<file path="src/rtl/at93c46d_seq.sv">
// at93c46d_seq: drives the AT93C46D Microwire engine for bulk reads into a word buffer and single-word writes; one word per engine transaction, rd_data 1-cycle latency.
// Requests outside IDLE are dropped (no queueing); `define VERIFY_AFTER_WRITE_EN adds a read-back compare after each write and the verify_err port.
module at93c46d_seq #(
    parameter int N_WORDS        = 64,
    parameter int WR_WAIT_CYCLES = 625000,
    parameter int TIMEOUT_CYCLES = 16384
) (
    input  logic        clk,
    input  logic        rst,
    input  logic        req_read_all,
    input  logic        req_write,
    input  logic [5:0]  wr_addr,
    input  logic [15:0] wr_data,
    input  logic [5:0]  rd_addr,
    output logic [15:0] rd_data,
    output logic        busy,
    output logic        done,
    output logic        timeout_err,
`ifdef VERIFY_AFTER_WRITE_EN
    output logic        verify_err,
`endif
    output logic [7:0]  spi_cmd,
    output logic [15:0] spi_data_in,
    output logic        spi_start,
    input  logic        spi_cs,
    input  logic [15:0] spi_data_out
);

    localparam int TW = (TIMEOUT_CYCLES > 1) ? $clog2(TIMEOUT_CYCLES) : 1;
    localparam int WW = (WR_WAIT_CYCLES > 1) ? $clog2(WR_WAIT_CYCLES) : 1;
    localparam logic [TW-1:0] T_LAST   = TW'(TIMEOUT_CYCLES - 1);
    localparam logic [WW-1:0] W_LAST   = WW'(WR_WAIT_CYCLES - 1);
    localparam logic [5:0]    IDX_LAST = 6'(N_WORDS - 1);

    localparam logic [2:0] IDLE    = 3'd0;
    localparam logic [2:0] LAUNCH  = 3'd1;
    localparam logic [2:0] WAIT_HI = 3'd2;
    localparam logic [2:0] WAIT_LO = 3'd3;
    localparam logic [2:0] CAPTURE = 3'd4;
    localparam logic [2:0] GAP     = 3'd5;
    localparam logic [2:0] WR_WAIT = 3'd6;
    localparam logic [2:0] FINISH  = 3'd7;

    logic [2:0]    state;
    logic          req_rd_q;
    logic          req_wr_q;
    logic          cs_q;
    logic          op_wr;
    logic [5:0]    addr_q;
    logic [15:0]   data_q;
    logic [5:0]    idx;
    logic [TW-1:0] tcnt;
    logic [WW-1:0] wcnt;
    logic [15:0]   buffer [0:N_WORDS-1];
`ifdef VERIFY_AFTER_WRITE_EN
    logic          verify_ph;
`endif

    logic rd_edge;
    logic wr_edge;
    assign rd_edge = req_read_all & ~req_rd_q;
    assign wr_edge = req_write & ~req_wr_q;

    always_ff @(posedge clk) begin
        if (rst) begin
            state       <= IDLE;
            req_rd_q    <= 1'b0;
            req_wr_q    <= 1'b0;
            cs_q        <= 1'b0;
            op_wr       <= 1'b0;
            addr_q      <= '0;
            data_q      <= '0;
            idx         <= '0;
            tcnt        <= '0;
            wcnt        <= '0;
            busy        <= 1'b0;
            done        <= 1'b0;
            timeout_err <= 1'b0;
            spi_start   <= 1'b0;
            spi_cmd     <= '0;
            spi_data_in <= '0;
`ifdef VERIFY_AFTER_WRITE_EN
            verify_ph   <= 1'b0;
            verify_err  <= 1'b0;
`endif
        end else begin
            req_rd_q  <= req_read_all;
            req_wr_q  <= req_write;
            cs_q      <= spi_cs;
            spi_start <= 1'b0;
            done      <= 1'b0;
            case (state)
                IDLE: begin
                    // Read wins a same-cycle tie; the write edge is simply lost.
                    if (rd_edge || wr_edge) begin
                        op_wr       <= ~rd_edge;
                        addr_q      <= wr_addr;
                        data_q      <= wr_data;
                        idx         <= '0;
                        busy        <= 1'b1;
                        timeout_err <= 1'b0;
`ifdef VERIFY_AFTER_WRITE_EN
                        verify_ph   <= 1'b0;
                        verify_err  <= 1'b0;
`endif
                        state       <= LAUNCH;
                    end
                end
                LAUNCH: begin
                    spi_start <= 1'b1;
                    tcnt      <= '0;
                    state     <= WAIT_HI;
                    if (!op_wr) begin
                        spi_cmd <= {2'b10, idx};
                    end
`ifdef VERIFY_AFTER_WRITE_EN
                    else if (verify_ph) begin
                        spi_cmd <= {2'b10, addr_q};
                    end
`endif
                    else begin
                        spi_cmd     <= {2'b01, addr_q};
                        spi_data_in <= data_q;
                    end
                end
                WAIT_HI: begin
                    if (cs_q) begin
                        tcnt  <= tcnt + 1'b1;
                        state <= WAIT_LO;
                    end else if (tcnt == T_LAST) begin
                        timeout_err <= 1'b1;
                        busy        <= 1'b0;
                        done        <= 1'b1;
                        state       <= FINISH;
                    end else begin
                        tcnt <= tcnt + 1'b1;
                    end
                end
                WAIT_LO: begin
                    // The timeout budget spans the whole transaction, not each half.
                    if (!cs_q) begin
                        state <= CAPTURE;
                    end else if (tcnt == T_LAST) begin
                        timeout_err <= 1'b1;
                        busy        <= 1'b0;
                        done        <= 1'b1;
                        state       <= FINISH;
                    end else begin
                        tcnt <= tcnt + 1'b1;
                    end
                end
                CAPTURE: begin
`ifdef VERIFY_AFTER_WRITE_EN
                    if (op_wr && verify_ph) begin
                        if (spi_data_out != data_q) verify_err <= 1'b1;
                        busy  <= 1'b0;
                        done  <= 1'b1;
                        state <= FINISH;
                    end else
`endif
                    if (op_wr) begin
                        wcnt  <= '0;
                        state <= WR_WAIT;
                    end else if (idx == IDX_LAST) begin
                        busy  <= 1'b0;
                        done  <= 1'b1;
                        state <= FINISH;
                    end else begin
                        idx   <= idx + 1'b1;
                        state <= GAP;
                    end
                end
                GAP: begin
                    state <= LAUNCH;
                end
                WR_WAIT: begin
                    if (wcnt == W_LAST) begin
`ifdef VERIFY_AFTER_WRITE_EN
                        verify_ph <= 1'b1;
                        state     <= LAUNCH;
`else
                        busy  <= 1'b0;
                        done  <= 1'b1;
                        state <= FINISH;
`endif
                    end else begin
                        wcnt <= wcnt + 1'b1;
                    end
                end
                FINISH: begin
                    state <= IDLE;
                end
                default: begin
                    state <= IDLE;
                end
            endcase
        end
    end

    // Buffer has no reset; only bulk-read words land here, never write read-backs.
    always_ff @(posedge clk) begin
        if (!rst && state == CAPTURE && !op_wr) begin
            buffer[idx] <= spi_data_out;
        end
    end

    always_ff @(posedge clk) begin
        if (rst) begin
            rd_data <= '0;
        end else begin
            rd_data <= buffer[rd_addr];
        end
    end

endmodule

</file>
<file path="config.mk">
export PLATFORM = sky130hd
export DESIGN_NAME = at93c46d_seq
export DESIGN_NICKNAME = d
export VERILOG_FILES = /design/src/rtl/at93c46d_seq.sv
export SDC_FILE = /design/constraint.sdc
export NUM_CORES = 1
export LEC_CHECK = 0
export ABC_AREA = 0
export BUFFER_PORTS_ARGS = -buffer_cell sky130_fd_sc_hd__buf_2
export CAP_MARGIN = 20
export CORE_ASPECT_RATIO = 0.9
export CORE_MARGIN = 3
export CORE_UTILIZATION = 60
export DETAILED_ROUTE_END_ITERATION = 16
export PLACE_DENSITY = 0.77
export SLEW_MARGIN = 20
export SYNTH_ARGS = -nofsm -noshare
export SYNTH_HDL_FRONTEND = slang
export SYNTH_SLANG_ARGS = --single-unit
</file>
<file path="constraint.sdc">
create_clock -name clk -period 3.75 [get_ports clk]
set_input_delay 0.75 -clock clk [delete_from_list [all_inputs] [get_ports clk]]
set_output_delay 0.75 -clock clk [all_outputs]
set_load 0.02 [all_outputs]
</file>
# --- Yosys cells after proc, flatten, opt, wreduce, memory -nomap -nowiden ---
# Memories as Yosys holds them, arrays and structs flattened. A register that Yosys moved wholly into a read port is not among the register bits.
# Index checks and enable logic that the tools add are counted.
op_classes:
  eq_ne: 19
  bitwise_logic: 5
  reduce_logical: 19
  muxes: 43
  addsub: 3
ops:
  columns: ["operator", "count"]
  rows:
  - ["$mux 14", 3]
  - ["$pmux 14 s3", 1]
  - ["$mux 20", 2]
  - ["$pmux 20 s2", 1]
  - ["$pmux 3 s8", 1]
  - ["$add 20x1->20 const B", 1]
  - ["$eq 20x20->1 const B", 1]
  - ["$mux 1", 20]
  - ["$mux 6", 3]
  - ["$ne 2x2->1 const B", 9]
  - ["$mux 3", 5]
  - ["$add 14x1->14 const B", 1]
  - ["$eq 14x14->1 const B", 1]
  - ["$eq 3x3->1 const B", 4]
  - ["$pmux 6 s2", 1]
  - ["$mux 8", 1]
  - ["$reduce_and 2->1", 4]
  - ["$reduce_and 4->1", 2]
  - ["$reduce_and 7->1", 1]
  - ["$add 6x1->6 const B", 1]
  - ["$eq 3x2->1 const B", 2]
  - ["$eq 6x6->1 const B", 1]
  - ["$reduce_bool 3->1", 2]
  - ["$pmux 1 s5", 1]
  - ["other kinds (13)", 20]
word_totals:
  reg_bits: 97
  output_inout_bits: 44
  ram_bits: 1024
  n_memories: 1
  inputBits: 49
mem_list:
  columns: ["name", "depth", "word_bits", "read_ports", "rd_clocked_by_memory_dff", "wr", "line", "source"]
  rows:
  - ["buffer", 64, 16, 1, 1, 1, "54", "logic [15:0] buffer [0:N_WORDS-1];"]

# --- Logic depth before layout (Yosys ltp) ---
depth:
  depth_word: 5
  depth_mapped: 10
  depth_no_buf: 6

# --- Worst setup path before layout ---
# No wires, ideal clock.
synth_timing:
  path_type: "input-to-reg"
  start: "input port rst"
  end: "memory buffer[47][0], enable pin"
  stages: 5
  path_slack_ps: 798
  setup_time_ps: 389
  t_required_ps: 3361
  arrival_time_ps: 2563
  cell_sequence: "clkbuf_1 or3_1 nor3b_1 nand2_1 nor2_1"
synth_via:
  elab_chain_cells: 5
synth_rtl:
  columns: ["element", "line", "source"]
  rows:
  - ["from (decl)", "9", "input logic rst,"]
  - ["$logic_not 1->1", "202", "if (!rst && state == CAPTURE && !op_wr) begin"]
  - ["$logic_and 1x1->1 (2 in series)", "202", null]
  - ["$mux 1", "202", null]
  - ["$mux 1 (not written as such)", "203", "buffer[idx] <= spi_data_out;"]
  - ["to (decl)", "54", null]
# Every way passes these cells.

# --- Worst setup path after layout ---
layout_timing:
  start: "register state[2]"
  end: "memory buffer[6][2], enable pin"
layout_via:
  elab_chain_cells: 5
layout_rtl:
  columns: ["element", "line", "source"]
  rows:
  - ["from (decl)", "44", "logic [2:0] state;"]
  - ["from (signal assigned)", "66", "state <= IDLE;"]
  - ["from (signal assigned)", "106", "state <= LAUNCH;"]
  - ["from (signal assigned)", "112", "state <= WAIT_HI;"]
  - ["$eq 3x3->1", "202", null]
  - ["$logic_and 1x1->1 (2 in series)", "202", null]
  - ["$mux 1", "202", null]
  - ["$mux 1 (not written as such)", "203", null]
# Every way passes these cells.

==> flow_summary.ini <==
[run_status]
status = completed

[synthesis]
ys_seq_elements = 1137
ys.warnings.count = 0
synthCells = 2310
synth.top_cells.by_area = edfxtp_1 70%, mux4_2 12%, dfxtp_1 5.1%
yosysTopAreaCell = edfxtp_1
synth_seq_area_share = 0.748
synth_cell_types = 71
synth_edf_count = 1024
synth_flop_cell = edfxtp_1
syn-num-nets = 2362
yosysTopAreaCellShare = 0.696
synth-async-reset-ratio = 0
synth_area_um2 = 44200
avgSynthCellArea_um2 = 19.1

[floorplanning]
die_h_um = 263
pin_count = 93
initial_core_util = 0.611
die-area_um2 = 76900
die_x_um = 292
placementRows = 93
core_um2 = 72300

[clocking]
root_buffer = clkbuf_16
clockBufferDepth = 3
worstSkewPairLatency_ns = 0.69
cts_tree = done
clkTransAtPathRegs_ns = 0.06
clkSinkCount = 1137
ctsHtreeMaxLevel = 3
postCtsSetupBuffers = 0
ctsResizeCount = 0
cts_made_buffers = 106
holdBufCountCts = 0

[placement]
dp_slack_ns = 0.317
place_congestion = 0.886
post-dp-hpwl_um = 65000
io_buffers = 92

[worst_setup_path]
worst-setup-path-type = flop to flop
critPathArrivalTime_ns = 3.83
r2r-end = buffer[6][2]
setup.worst_path.end = buffer[6][2]
critPathLaunch = state[2]
reg2reg_depth = 6
slowest_delay_ns = 0.93
regToRegSetupSlack_ns = 0.29
timing.rr.start = state[2]
crit_required_ns = 4.12
crit_fanout = 16
crit_slowest_cell = nor3_1
critical_path.top_delay_family = simple AND/OR/NAND/NOR gates
crit_path_end_kind = flop
path_depth = 6
critical_path.cell_chain = nand2b_1 > or3_1 > nor3_1 > nand2_1 > nor2_1 > buf_4
cp-start-kind = flop
cp.buffers_inverters = 1

[routing]
vias = 23600
drt_pass1_iterations = 5
drt_iter0_drc = 2806
ant_nets = 0
routed_wl_um = 106000
wl_per_cell_um = 29.8
via_per_inst = 6.63
drc = 0

[timing]
setup_violations = 0
fin_crit_ns = 3.46
hold_viol = 0
rsz0062_at_grt = no
slew_viol_final = 0
fmax_mhz = 289
finalSetupTns_ns = 0
fin_ws_ns = 0.288
relSlewSlack = 0.187
post-route-period-util = 0.923
tightestPinTransition_ns = 1.21
fin_skew_ns = 0.0322

[layout]
finish.utilization = 0.688
final_nets = 2574
final_common_cell = edfxtp_1
drive_gt1_frac = 0.254
area_delta_synth_final_pct = 12.7
fillers = 4346
mostFrequentLayoutCells = 1024 x edfxtp_1, 228 x mux4_2, 134 x buf_4

[power_and_ir_drop]
p_leak_nw = 16.1
worst_ir_drop_vdd_v = 0.000417
power.density_nw_per_um2 = 527

[worst_hold_path]
hp-class = input port to flop
whs_path_depth = 2
min-delay-start = spi_cs

[global_routing]
grt_pass1_wl_um = 158000
first_global_vias = 23600
antenna_found_initial = 2
grt_util_all_layers = 0.282
grt_max_degree = 79
grt_overflow_total = 0

[job]
max-cap-violations = 0
## registers in the layout, summed over array words and instances, names as in the netlist, 3 cells and up
| register | flops |
|---|---|
| tcnt | 14 |
| rd_data | 16 |
| wcnt | 20 |
| idx | 6 |
| state | 3 |
| buffer | 1024 |
| spi_cmd | 8 |
| addr_q | 6 |
| spi_data_in | 16 |
| data_q | 16 |
## metrics by stage
stage               total power [W]  std cells  hold slack (ns)  area, um^2
floorplan                    0.0152       2310            0.432       44200
global placement             0.0158       3363            0.437       46200
detailed placement           0.0158       3363            0.447       46200
CTS                          0.0263       3562            0.265       49700
global route                 0.0270       3564            0.304       49700
finish                       0.0262       3565            0.286       49700
## worst register-to-register path: cells and delay by family (launching register included)
family	cells	cell delay [ns]
DFF	1	0.57
buffers and inverters	1	0.33
and+or+nand+nor	5	2.23
## cell families (layout without fill, tap and decap cells)
| logic type | after synthesis | after routing | share of synthesized area |
|---|---|---|---|
| flops | 1137 | 1137 | 0.748 |
| simple gates | 394 | 394 | 0.0420 |
| mux | 339 | 339 | 0.146 |
| compound gates | 276 | 276 | 0.0404 |
| buf+inv | 141 | 444 | 0.0192 |
| xor+xnor | 20 | 20 | 0.00397 |
| fa+ha+maj | 3 | 3 | 0.000850 |
| other cells | 0 | 2 | 0 |
## per-layer routing
metal | track usage | share of wire
met2 | 0.428 | 0.47
met1 | 0.399 | 0.38
met4 | 0.110 | 0.039
met3 | 0.0702 | 0.12
met5 | 0.00500 | 0.00011
## power breakdown
part | internal, W | switching, W | leakage, nW
registers | 0.0139 | 0.0000954 | 10.1
logic | 0.000564 | 0.00105 | 4.29
clock network | 0.00605 | 0.00458 | 1.69
## final cells by class
class	count	area, um^2	share of cell area
diodes	2	5.00	0.000101
clock buffers	130	2830	0.0568
clock inverters	69	633	0.0127
inverters	11	41.3	0.000830
multi-input cells	1032	10300	0.207
flip-flops and latches	1137	33000	0.664
well taps	950	1190	0.0239
repair buffers	234	1730	0.0347
## cells in the mapped netlist (all sizes together), types with 4 or more instances
master,number
a211oi,18
and2,7
inv,11
xor2,6
xnor2,14
a21oi,86
nor3b,5
nor4,9
dfxtp,113
nand2b,10
nand3b,4
nand2,125
a31oi,6
buf,80
mux2i,75
mux2,26
o22a,7
nor2b,24
nand4,7
o2111ai,5
nor2,123
edfxtp,1024
nor3,18
or4,8
o22ai,29
or3,14
o221ai,13
a32o,7
o21ai,52
a221oi,17
o211ai,7
a21o,4
mux4,238
clkbuf,48
nand3,26
## worst min path at each step
stage,endpoint,slack [ns]
2_1_floorplan,spi_data_in[0],0.43
3_3_place_gp,spi_data_in[13],0.44
3_5_place_dp,spi_data_in[4],0.45
4_1_cts,cs_q,0.26
5_1_grt,cs_q,0.30
6_report,cs_q,0.29
(Power assumes the default switching activity.)
